## src/rtl/instr_streamer_pkg.sv

```systemverilog
// -----------------------------------------------------------------------------
// instr_streamer_pkg
// Shared definitions for the instruction streamer slice.
//   state_t   : streamer FSM state encoding (IDLE / STREAM / FLUSH)
//   OP_*      : 7-bit opcode constants used by the decoder
// -----------------------------------------------------------------------------
package instr_streamer_pkg;

    typedef enum logic [1:0] {
        ST_IDLE   = 2'd0,
        ST_STREAM = 2'd1,
        ST_FLUSH  = 2'd2
    } state_t;

    localparam logic [6:0] OP_R      = 7'b0110011;
    localparam logic [6:0] OP_I      = 7'b0010011;
    localparam logic [6:0] OP_LOAD   = 7'b0000011;
    localparam logic [6:0] OP_STORE  = 7'b0100011;
    localparam logic [6:0] OP_BRANCH = 7'b1100011;

endpackage

```

## src/rtl/instr_streamer_decoder.sv

```systemverilog
// -----------------------------------------------------------------------------
// instr_decoder
// Combinational opcode decoder: maps an instruction word to the RegWrite and
// ALUSrc control bits consumed downstream.
// Ports:
//   instr     in  [Instruction_word_size-1:0]  word being issued
//   reg_write out                               register write enable
//   alu_src   out                               immediate operand select
// -----------------------------------------------------------------------------
module instr_decoder
    import instr_streamer_pkg::*;
#(
    parameter int Instruction_word_size = 32
) (
    input  logic [Instruction_word_size-1:0] instr,
    output logic                             reg_write,
    output logic                             alu_src
);

    logic [6:0] opcode;
    logic       unused_hi;

    assign opcode    = instr[6:0];
    // Only the opcode field matters for these two controls.
    assign unused_hi = ^instr[Instruction_word_size-1:7];

    always_comb begin
        reg_write = 1'b0;
        alu_src   = 1'b0;
        case (opcode)
            OP_R: begin
                reg_write = 1'b1;
            end
            OP_I, OP_LOAD: begin
                reg_write = 1'b1;
                alu_src   = 1'b1;
            end
            OP_STORE: begin
                alu_src   = 1'b1;
            end
            // OP_BRANCH, the all-zero flush word and anything unknown
            // leave both controls low.
            default: ;
        endcase
    end

endmodule

```

## src/rtl/instr_streamer.sv

```systemverilog
// -----------------------------------------------------------------------------
// instr_streamer
// Small program store that is loaded word by word in IDLE, then streamed out
// one word per cycle on start, followed by flush_len all-zero terminator words.
// Ports:
//   clk        in   clock, rising edge
//   rst        in   asynchronous active-low reset
//   load_en    in   append load_data to the store (IDLE only, dropped when full)
//   load_data  in   word to append
//   clear      in   empty the store (IDLE only, wins over load_en)
//   start      in   stream the stored program (IDLE only, needs a word to send)
//   Instr_out  out  registered streamed word, zero outside STREAM
//   RegWrite   out  registered decode of Instr_out
//   ALUSrc     out  registered decode of Instr_out
//   busy       out  high in STREAM and FLUSH
//   done       out  one-cycle pulse on the return to IDLE
//   full       out  store holds depth words
//   count      out  number of stored words
//   state_dbg  out  current FSM state (state_t encoding)
//
// Handshake: inputs are plain level-sampled commands, acted on at the rising
// edge they are seen high; there is no back-pressure from the consumer, so a
// word on Instr_out is valid for exactly the one cycle it is presented.
// -----------------------------------------------------------------------------
module instr_streamer
    import instr_streamer_pkg::*;
#(
    parameter int Instruction_word_size = 32,
    parameter int depth                 = 16,
    parameter int flush_len             = 16
) (
    input  logic                             clk,
    input  logic                             rst,
    input  logic                             load_en,
    input  logic [Instruction_word_size-1:0] load_data,
    input  logic                             clear,
    input  logic                             start,
    output logic [Instruction_word_size-1:0] Instr_out,
    output logic                             RegWrite,
    output logic                             ALUSrc,
    output logic                             busy,
    output logic                             done,
    output logic                             full,
    output logic [$clog2(depth):0]           count,
    output logic [1:0]                       state_dbg
);

    localparam int AW = (depth > 1) ? $clog2(depth) : 1;
    localparam int CW = $clog2(depth) + 1;
    localparam int FW = (flush_len > 1) ? $clog2(flush_len) : 1;

    localparam logic [CW-1:0] DEPTH_C    = CW'(depth);
    localparam logic [FW-1:0] FLUSH_LAST = FW'(flush_len - 1);

    state_t                           state;
    logic [CW-1:0]                    rd_ptr;
    logic [FW-1:0]                    flush_cnt;
    logic [Instruction_word_size-1:0] mem [depth];

    logic                             load_fire;
    logic                             start_fire;
    logic [Instruction_word_size-1:0] issue_word;
    logic                             dec_rw;
    logic                             dec_as;

    assign full      = (count == DEPTH_C);
    assign busy      = (state != ST_IDLE);
    assign state_dbg = state;

    assign load_fire  = (state == ST_IDLE) && load_en && !clear && !full;
    // A start that coincides with a clear is dropped with the program it
    // would have streamed. A start on an empty store still fires when a
    // word is being loaded in the same cycle.
    assign start_fire = (state == ST_IDLE) && start && !clear &&
                        ((count != '0) || load_fire);

    // Word presented on the next cycle. On start with an empty store the
    // first word is the one being written this same cycle, so bypass it.
    always_comb begin
        issue_word = '0;
        if (start_fire) begin
            issue_word = (count == '0) ? load_data : mem[0];
        end else if ((state == ST_STREAM) && (rd_ptr != count)) begin
            issue_word = mem[rd_ptr[AW-1:0]];
        end
    end

    instr_decoder #(
        .Instruction_word_size(Instruction_word_size)
    ) u_decoder (
        .instr     (issue_word),
        .reg_write (dec_rw),
        .alu_src   (dec_as)
    );

    // Store contents are not reset; count==0 marks them invalid.
    always_ff @(posedge clk) begin
        if (load_fire) begin
            mem[count[AW-1:0]] <= load_data;
        end
    end

    always_ff @(posedge clk or negedge rst) begin
        if (!rst) begin
            state     <= ST_IDLE;
            count     <= '0;
            rd_ptr    <= '0;
            flush_cnt <= '0;
            Instr_out <= '0;
            RegWrite  <= 1'b0;
            ALUSrc    <= 1'b0;
            done      <= 1'b0;
        end else begin
            Instr_out <= issue_word;
            RegWrite  <= dec_rw;
            ALUSrc    <= dec_as;
            done      <= 1'b0;
            case (state)
                ST_IDLE: begin
                    if (clear) begin
                        count <= '0;
                    end else if (load_fire) begin
                        count <= count + 1'b1;
                    end
                    if (start_fire) begin
                        state  <= ST_STREAM;
                        rd_ptr <= CW'(1);
                    end
                end
                ST_STREAM: begin
                    // rd_ptr==count means slot count-1 is on the output now.
                    if (rd_ptr == count) begin
                        state     <= ST_FLUSH;
                        flush_cnt <= '0;
                    end else begin
                        rd_ptr <= rd_ptr + 1'b1;
                    end
                end
                ST_FLUSH: begin
                    if (flush_cnt == FLUSH_LAST) begin
                        state  <= ST_IDLE;
                        rd_ptr <= '0;
                        done   <= 1'b1;
                    end else begin
                        flush_cnt <= flush_cnt + 1'b1;
                    end
                end
                default: begin
                    state <= ST_IDLE;
                end
            endcase
        end
    end

endmodule

```

## config.mk

```make
export PLATFORM = sky130hd
export DESIGN_NAME = instr_streamer
export DESIGN_NICKNAME = d
export VERILOG_FILES = /design/src/rtl/instr_streamer_pkg.sv /design/src/rtl/instr_streamer_decoder.sv /design/src/rtl/instr_streamer.sv
export SDC_FILE = /design/constraint.sdc
export NUM_CORES = 1
export LEC_CHECK = 0
export CAP_MARGIN = 20
export CORE_ASPECT_RATIO = 0.5
export CORE_MARGIN = 5
export CORE_UTILIZATION = 28
export DETAILED_ROUTE_END_ITERATION = 8
export PLACE_DENSITY = 0.49
export SYNTH_ARGS = -nofsm -noshare
export SYNTH_HDL_FRONTEND = slang
export SYNTH_SLANG_ARGS = --single-unit
```

## constraint.sdc

```tcl
create_clock -name clk -period 4.05 [get_ports clk]
set_clock_uncertainty 0.05 [all_clocks]
set_input_delay 0.6075 -clock clk [delete_from_list [all_inputs] [get_ports clk]]
set_output_delay 0.6075 -clock clk [all_outputs]
set_load 0.005 [all_outputs]
```

# Word level (Yosys, flattened, before mapping)
# Memory sizes are Yosys's and may differ from the RTL's.
# Cells that the tools add are included.
[op_classes] mux=22 n_reduce_logical=23 n_eq_ne=15 addsub=3
[ops] op="$mux 32" n=3
[ops] op="$mux 5" n=5
[ops] op="$pmux 5 s3" n=1
[ops] op="$eq 7x6->1 const B" n=2
[ops] op="$add 5x1->5 const B" n=2
[ops] op="$mux 4" n=2
[ops] op="$ne 2x2->1 const B" n=4
[ops] op="$pmux 4 s2" n=1
[ops] op="$eq 7x2->1 const B" n=1
[ops] op="$eq 7x5->1 const B" n=1
[ops] op="$logic_and 1x1->1" n=7
[ops] op="$mux 1" n=6
[ops] op="$mux 2" n=3
[ops] op="$pmux 2 s3" n=1
[ops] op="$reduce_and 3->1" n=2
[ops] op="$reduce_bool 2->1" n=3
[ops] op="$reduce_or 3->1" n=2
[ops] op="$eq 5x5->1" n=1
[ops] op="$eq 5x5->1 const B" n=1
[ops] op="$logic_not 5->1" n=1
[ops] op="$ne 5x5->1" n=1
[ops] op="$reduce_bool 5->1" n=1
[ops] op="$add 4x1->4 const B" n=1
[ops] op="$eq 4x4->1 const B" n=1
[ops] op="other kinds (9)" n=10
[totals] ff_bits=51 ram_bits=512 wordCells=72 output_inout_bits=44 memories=1
[memory_table] memory="mem" depth=16 word_bits=32 rd=2 rd_ports_with_merged_regs=0 write_ports=1 line="instr_streamer.sv:58" text="logic [Instruction_word_size-1:0] mem [depth];"

# Depth between registers and ports, before layout
# Gate-level depths: netlist of run 1.
[logic_depth] ltp_word=10 ltp_mapped=10 mapped_depth_nobuf=8

# By module
# Synthesis of run 1 repeated with hierarchy kept, for this count alone.
[hier_totals] hier_cells=1084 hier_area_um2=22007.4
[modules_own_cells] module="instr_streamer" n_inst=1 seq_area_each_um2=16651.0 area_each_um2=21966.1 cells_per_inst=1080
[modules_own_cells] module="instr_decoder" n_inst=1 seq_area_each_um2=0.0 area_each_um2=41.3 cells_per_inst=4

# Least setup slack after synthesis of run 1
# Ideal clock, no wire load.
[synth_timing] path_type="flip-flop to flip-flop" startpoint="reg count[0]" endpoint="mem mem[0][0] (enable)" path_buffers=0 path_slack_ns=0.918 stages_incl_launch_ff=5 arrival_ns=2.661 required_ns=3.579 setup_time_ns=0.421 cell_sequence="dfrtp_1 -> inv_1 -> ha_1 -> or4b_4 -> nor2_1"
[synth_between] elab_chain_len=5
[synth_rtl] element="start: declaration" line="instr_streamer.sv:44" text="output logic [$clog2(depth):0] count,"
[synth_rtl] element="start signal: assignment" line="instr_streamer.sv:123" text="count <= count + 1'b1;"
[synth_rtl] element="$eq 5x5->1" line="instr_streamer.sv:66" text="assign full = (count == DEPTH_C);"
[synth_rtl] element="$logic_not 1->1" line="instr_streamer.sv:70" text="assign load_fire = (state == ST_IDLE) && load_en && !clear && !full;"
[synth_rtl] element="$logic_and 1x1->1" line="instr_streamer.sv:70"
[synth_rtl] element="$mux 1" line="instr_streamer.sv:98" text="if (load_fire) begin"
[synth_rtl] element="$mux 1 (implied by the code)" line="instr_streamer.sv:99" text="mem[count[AW-1:0]] <= load_data;"
[synth_rtl] element="end: declaration" line="instr_streamer.sv:58"
# Parallel ways exist; a longest one is shown, timed or not.

# Final worst setup path of run 1
[layout_timing] startpoint="reg count[0]" endpoint="out full"
[layout_between] elab_chain_len=1
[layout_rtl] element="$eq 5x5->1" line="instr_streamer.sv:66"
[layout_rtl] element="end: declaration" line="instr_streamer.sv:43" text="output logic full,"
# No other way between the ends.

==> impl_results.md, run 1 <==
- GRT Residual Overflow: 0
- Vias in the first global route: 11500
- Crit end category: output port
- Xor and xnor area share after synthesis: 0.00197
- Sw Share: 0.271
- Critical path class: flop to output port
- Area delta synth->final: 18.2%
- CP bufs+invs: 2
- Combinational group share of total power: 0.235
- CTS tree: built
- Full die area: 85300 sq um
- Vias: 10678
- Final Wtd Congestion: 0.722
- CTS sink cnt: 563
- Yosys warns: 0
- Simple-Gate Fraction of Synth Area: 0.0257
- Setup_tns: 0 ns
- Syn nets: approximately 1100
- Post-route antenna net violation count: 0
- Clk buf depth: 3
- Post-synthesis mux area share: 0.173
- Tightest Hold Check Type: input port to async pin
- Initial antenna violation count: 1
- Ports: 81
- Core Box Area: 79000 sq um
- Die Y: about 210 um
- PwrDens: 598 nW/um^2
- Num rows: 73
- Mapped Avg Cell Area: 21.5 sq um
- Max incr delay on CP: 0.54 ns
- First-pass GRT wire length: 77800 um
- Adder-Cell Fraction of Synth Area: 0.00677
- Synth Flop Type: edfxtp_1
- Cell family with most CP delay: buffers and inverters
- PortBufs: 80
- Critical path, cell by cell: inv_1, ha_1, and3_1, clkdlybuf4s50_1
- Mapped cell area: between 20000 and 25000 sq um
- Final Cell Area: ~26000 sq um
- Share of layout cells above drive strength 1: 0.255
- DPL Wire Length: just over 30000 um
- 1st-iter DRT viols: between 800 and 900
- Hold buffers post-CTS: 0
- Number of flops mapped to enable cells by yosys: slightly above 500
- Worst Path Required: 3.39 ns
- Total track usage: 0.121
- Peak supply drop: 0.306 mV
- Max transition margin: 0.417
- Max-cap viol count: 0
- Fin. Hold Viols: 0
- Antenna Diode Count: 0
- Final Setup Violations: 0
- Clk slew on worst S/H paths: 0.06 ns
- Clk pwr share: 0.319
- Main combinational cell family by area after synthesis: multiplexers
- Setup crit start kind: flop
- Util after Layout: 0.332
- Placed instance area: around 24000 sq um
- Mapped Cells: a little over 1000
- WL/cell: 23.1 um
- Synth Area in Compound Gates: 0.0267
- Total CTS buffers: 54
- Slowest stage cell, crit path: clkdlybuf4s50_1
- Leakage: approximately 8.2 nW
- Later-pin clock latency in the skew report: 0.60 ns
- Worst-Margin Slew: 0.875 ns
- Library cells used by synthesis: 51
- Largest net degree at the start of global routing: 56
- Fmax: 338 MHz
- Total Wirelength: 51900 um
- Internal power: 11.4 mW
- Die width: 408 um
- Slew Viols, Final: 0
- DRC: 0
- Vias per inst: 4.75
- CTS resizes: 0
- Max FO, Critical Path: 8
- Synth async-reset ratio: 0.0906
- Final period util: 0.731
- Sw Pwr: around 4.3 mW
- Status: complete, no violations
- H-tree levels: 2
- CTS Root Cell: clkbuf_16
- Post-CTS Setup Bufs: 0
- Commonest non-fill, non-tap cell in the layout: edfxtp_1
- Share of power burned in registers: 0.446
- Commonest non-fill, non-tap cells in the layout: edfxtp_1, mux4_2, clkdlybuf4s50_1
- Initial Utilization: 0.281
- Post-synthesis sequential area ratio: 0.751
- Arrival @ worst endpoint: 2.30 ns
- Drt first pass iters: 7
- Nets: 1202
- Final min period: between 2 and 3 ns
- Synth Register Bits: 563
- RSZ-0062 raised after global routing: false
-- metrics by stage --
stage	worst slack [ns]	total power, mW	hold slack (ns)	cells
floorplan	0.918	9.46	0.262	1033
global placement	0.784	10.9	0.487	2147
detailed placement	0.718	10.9	0.489	2147
CTS	1.03	15.9	0.0381	2246
global route	0.935	16.4	0.0807	2246
finish	1.09	15.7	0.0634	2246
-- registers in the layout (all words and copies together), names as in the netlist --
signal / count
state_dbg: 2
mem: 512
ALUSrc: 1
flush_cnt: 4
Instr_out: 32
RegWrite: 1
count: 5
done: 1
rd_ptr: 5
-- cell families (layout without fill, tap and decap cells) --
kind of cell | count (synthesis) | in the layout
AOI/OAI and AO/OA | 90 | 90
xor gates and xnor gates | 5 | 5
adders and majority gates | 12 | 12
buffers and inverters | 64 | 227
DFF | 563 | 563
muxes | 190 | 190
and+or+nand+nor | 109 | 109
-- routing by layer --
layer | part of all wire | GRT usage
met1 | 0.44 | 0.162
met2 | 0.50 | 0.206
met3 | 0.040 | 0.0197
met4 | 0.019 | 0.0304
met5 | 0.00013 | 0
-- final timing paths --
check                        startpoint       endpoint  slack (ns)  cells after the start
max                            count[0]           full        1.09                      4
min in group clk              mem[0][7]   Instr_out[7]        0.49                      2
min                                 rst  Instr_out[11]        0.06                      1
max reg2reg                state_dbg[0]      rd_ptr[0]        1.09                      7
max in group asynchronous           rst  Instr_out[24]        2.98                      2
min reg2reg                   mem[0][7]   Instr_out[7]        0.49                      2
-- final cells by class --
class / instances / area, sq um
clock buffer: 62 / 1380
sequential: 563 / 16700
inverter: 11 / 41.3
fill: 7401 / 52800
tap: 1050 / 1310
timing repair buffer: 117 / 1250
clock inverter: 37 / 362
multi-input combinational: 406 / 5220
-- power by group through the flow --
stage	clock network [mW]	logic (mW)	registers (mW)
floorplan	0	2.54	6.92
global placement	0	3.74	7.11
detailed placement	0	3.78	7.12
CTS	5.15	3.79	7.00
global route	5.39	3.99	7.03
finish	5.01	3.69	6.99
-- cell usage after synthesis, types with 2 or more instances --
cell type / instances / share of area
a211oi_2: 2 / 0.0011
a21oi_1: 14 / 0.0032
a221o_1: 2 / 0.00090
a221oi_1: 2 / 0.00079
a22o_1: 4 / 0.0016
a22oi_1: 5 / 0.0017
a31oi_1: 5 / 0.0014
a32o_1: 2 / 0.00090
and2_1: 16 / 0.0045
and3_1: 13 / 0.0037
buf_1: 2 / 0.00034
buf_2: 20 / 0.0045
buf_4: 7 / 0.0024
buf_6: 7 / 0.0036
clkbuf_1: 17 / 0.0029
dfrtp_1: 51 / 0.058
edfxtp_1: 512 / 0.69
ha_1: 12 / 0.0068
inv_1: 11 / 0.0019
mux2_2: 4 / 0.0020
mux2i_1: 32 / 0.014
mux4_2: 154 / 0.16
nand2_1: 41 / 0.0069
nand2b_1: 3 / 0.00085
nand3_1: 9 / 0.0020
nand3b_1: 2 / 0.00068
nor2_1: 11 / 0.0019
nor2b_1: 6 / 0.0017
nor3_1: 2 / 0.00045
o211ai_1: 4 / 0.0014
o21ai_0: 27 / 0.0061
o21ai_1: 5 / 0.0011
o22ai_1: 6 / 0.0017
o31ai_1: 2 / 0.00068
xnor2_1: 5 / 0.0020
Note: power is estimated with default switching activity, not from simulation.
==> run 2: changes to the inputs <==
==> constraint.sdc (replaced) <==
create_clock -name clk -period 2.8 [get_ports clk]
set_clock_uncertainty 0.05 [all_clocks]
set_input_delay 0.42 -clock clk [delete_from_list [all_inputs] [get_ports clk]]
set_output_delay 0.42 -clock clk [all_outputs]
set_load 0.005 [all_outputs]
==> run 2 against run 1 <==
  * Cell count rose by 2.3%
  * Sequential power rose by 42%
  * Routed wire length rose by 0.44%
  * Combinational power rose by 58%
  * Critical path depth did not move
  * Register-to-register slack got worse by 0.87 ns
  * Die area did not move
==> impl_results.md, run 2 (same netlist as run 1, synthesis figures left out) <==
- Crit end category: output port
- Slew Viols, Final: 0
- GRT Max-Usage Layer: met2
- Hold Worst Slack: 0.355 ns
- Setup_tns: 0 ns
- Origin of the critical flop-to-flop path: rd_ptr[1]
- Total Wirelength: ~52000 um
- Worst-Margin Slew: 0.709 ns
- RSZ-0062 raised after global routing: false
- Cell family with most CP delay: buffers and inverters
- Max incr delay on CP: 0.52 ns
- Clk buf depth: 3
- Die Y: 209 um
- Ports: 81
- Slowest stage cell, crit path: clkdlybuf4s50_1
- CTS sink cnt: 563
- WL/cell: 22.7 um
- CP bufs+invs: 2
- Total track usage: 0.122
- Initial Utilization: 0.281
- 1st-iter DRT viols: 795
- Largest net degree at the start of global routing: 39
- Crit. Startpoint: count[2]
- Flop2flop setup slack: 0.22 ns
- Vias in the first global route: 11648
- Total CTS buffers: 56
- Core Box Area: 79000 sq um
- Max reg flops: slightly above 500
- Max FO, Critical Path: 11
- Die width: 408 um
- Share of layout cells above drive strength 1: 0.280
- Worst Path Required: ~2.3 ns
- Full die area: 85300 sq um
- Antenna Diode Count: 0
- First-pass GRT wire length: 79000 um
- Peak supply drop: 0.432 mV
- Num rows: 73
- Arrival @ worst endpoint: around 2.1 ns
- Area delta synth->final: 21.1%
- Commonest non-fill, non-tap cell in the layout: edfxtp_1
- PortBufs: 80
- Max transition margin: 0.527
- Initial antenna violation count: 1
- Final Setup Violations: 0
- CTS Root Cell: clkbuf_16
- Post-route antenna net violation count: 0
- PwrDens: 852 nW/um^2
- CTS tree: built
- Commonest non-fill, non-tap cells in the layout: edfxtp_1, mux4_2, clkdlybuf4s50_1
- Final min period: ~2.6 ns
- Critical path class: flop to output port
- Leakage: 8.53 nW
- DPL Wire Length: roughly 34000 um
- Fmax: 384 MHz
- Later-pin clock latency in the skew report: 0.60 ns
- Clk slew on worst S/H paths: 0.06 ns
- Met1 Use GR: 0.163
- Final period util: 0.931
- Setup crit start kind: flop
- Max-cap viol count: 0
- Fin. Hold Viols: 0
- GRT met3 Usage: 0.0194
- Tightest Hold Check Type: input port to async pin
- Total power: between 20 and 25 mW
- Status: complete, no violations
- Vias per inst: ~4.7
- DRC: 0
- Nets: 1254
- GRT Residual Overflow: 0
- Drt first pass iters: 5
- Critical path, cell by cell: buf_4, nor2_2, and3_1, clkdlybuf4s50_1
- Vias: 10816
- Met2 Track Usage GR: 0.212
- Final Wtd Congestion: 0.826
- H-tree levels: 2
## run 2: cell count changes in the layout (fill, tap and decap cells not counted), moves of 3 or more
cell	previous run	this run
clkbuf_8	0	4
buf_12	14	37
buf_4	23	49
clkinvlp_4	3	0
bufinv_16	6	3
clkbuf_1	8	16
## run 2: worst paths after layout
check / to / depth (start not counted)
setup reg to reg: Instr_out[16] / 5
setup / recovery: full / 4
hold / removal: done / 2
hold reg to reg: Instr_out[10] / 2
max in group asynchronous: Instr_out[23] / 3
min in group clk: mem[1][4] / 1
## run 2: area by class of cell
| class | instances | area [sq um] |
|---|---|---|
| Fill cell | 7316 | 52100 |
| Sequential cell | 563 | 16700 |
| Multi-Input combinational cell | 406 | 5220 |
| Timing Repair Buffer | 167 | 1910 |
| Clock buffer | 76 | 1520 |
| Tap cell | 1050 | 1310 |
| Clock inverter | 25 | 204 |
| Inverter | 11 | 41.3 |
## run 2: per-layer routing
| metal | up-vias | share of wire |
|---|---|---|
| li1 | 4642 | - |
| met1 | 5841 | 0.44 |
| met2 | 257 | 0.50 |
| met3 | 74 | 0.043 |
| met4 | 2 | 0.016 |
| met5 | - | 0.00013 |
## run 2: worst register-to-register path, stage by stage, from the launching register on
cell and delay [ns]:
dfrtp_4 0.87, buf_4 0.44, mux4_2 0.40, mux4_2 0.48
nand2_1 0.11, o21ai_0 0.09
## run 2: through the flow
stage / cells / cell area, sq um / util / setup WS [ns]
floorplan: 1033 / 22200 / - / 0.0417
global placement: 2196 / 25100 / 0.318 / 0.0953
detailed placement: 2196 / 25100 / 0.318 / 0.0990
CTS: 2298 / 26900 / 0.340 / 0.0202
global route: 2298 / 26900 / 0.340 / 0.0412
finish: 2298 / 26900 / 0.340 / 0.193
## run 2: report_power, final
part	switching, mW	leakage [nW]	internal, mW
Clock	3.07	0.849	4.05
Combinational	2.78	2.42	3.05
Sequential	0.289	5.27	9.65
## run 2: repair_timing
item / 4_1_cts / 5_1_grt
endpoints found under the setup margin: 0 / 1
hold buffers: 1 / 0
hold endpoints to repair: 25 / 0
buffers inserted: 0 / 0
resized for setup: 0 / 1
==> run 3: changes to the inputs <==
--- a/config.mk
+++ b/config.mk
@@ -10,6 +10,7 @@
 export CORE_MARGIN = 5
 export CORE_UTILIZATION = 28
 export DETAILED_ROUTE_END_ITERATION = 8
+export HOLD_SLACK_MARGIN = 0.15
 export PLACE_DENSITY = 0.49
 export SYNTH_ARGS = -nofsm -noshare
 export SYNTH_HDL_FRONTEND = slang
==> results of run 3 <==
Same layout as run 2: the final DEF is identical, and so are final timing and power.
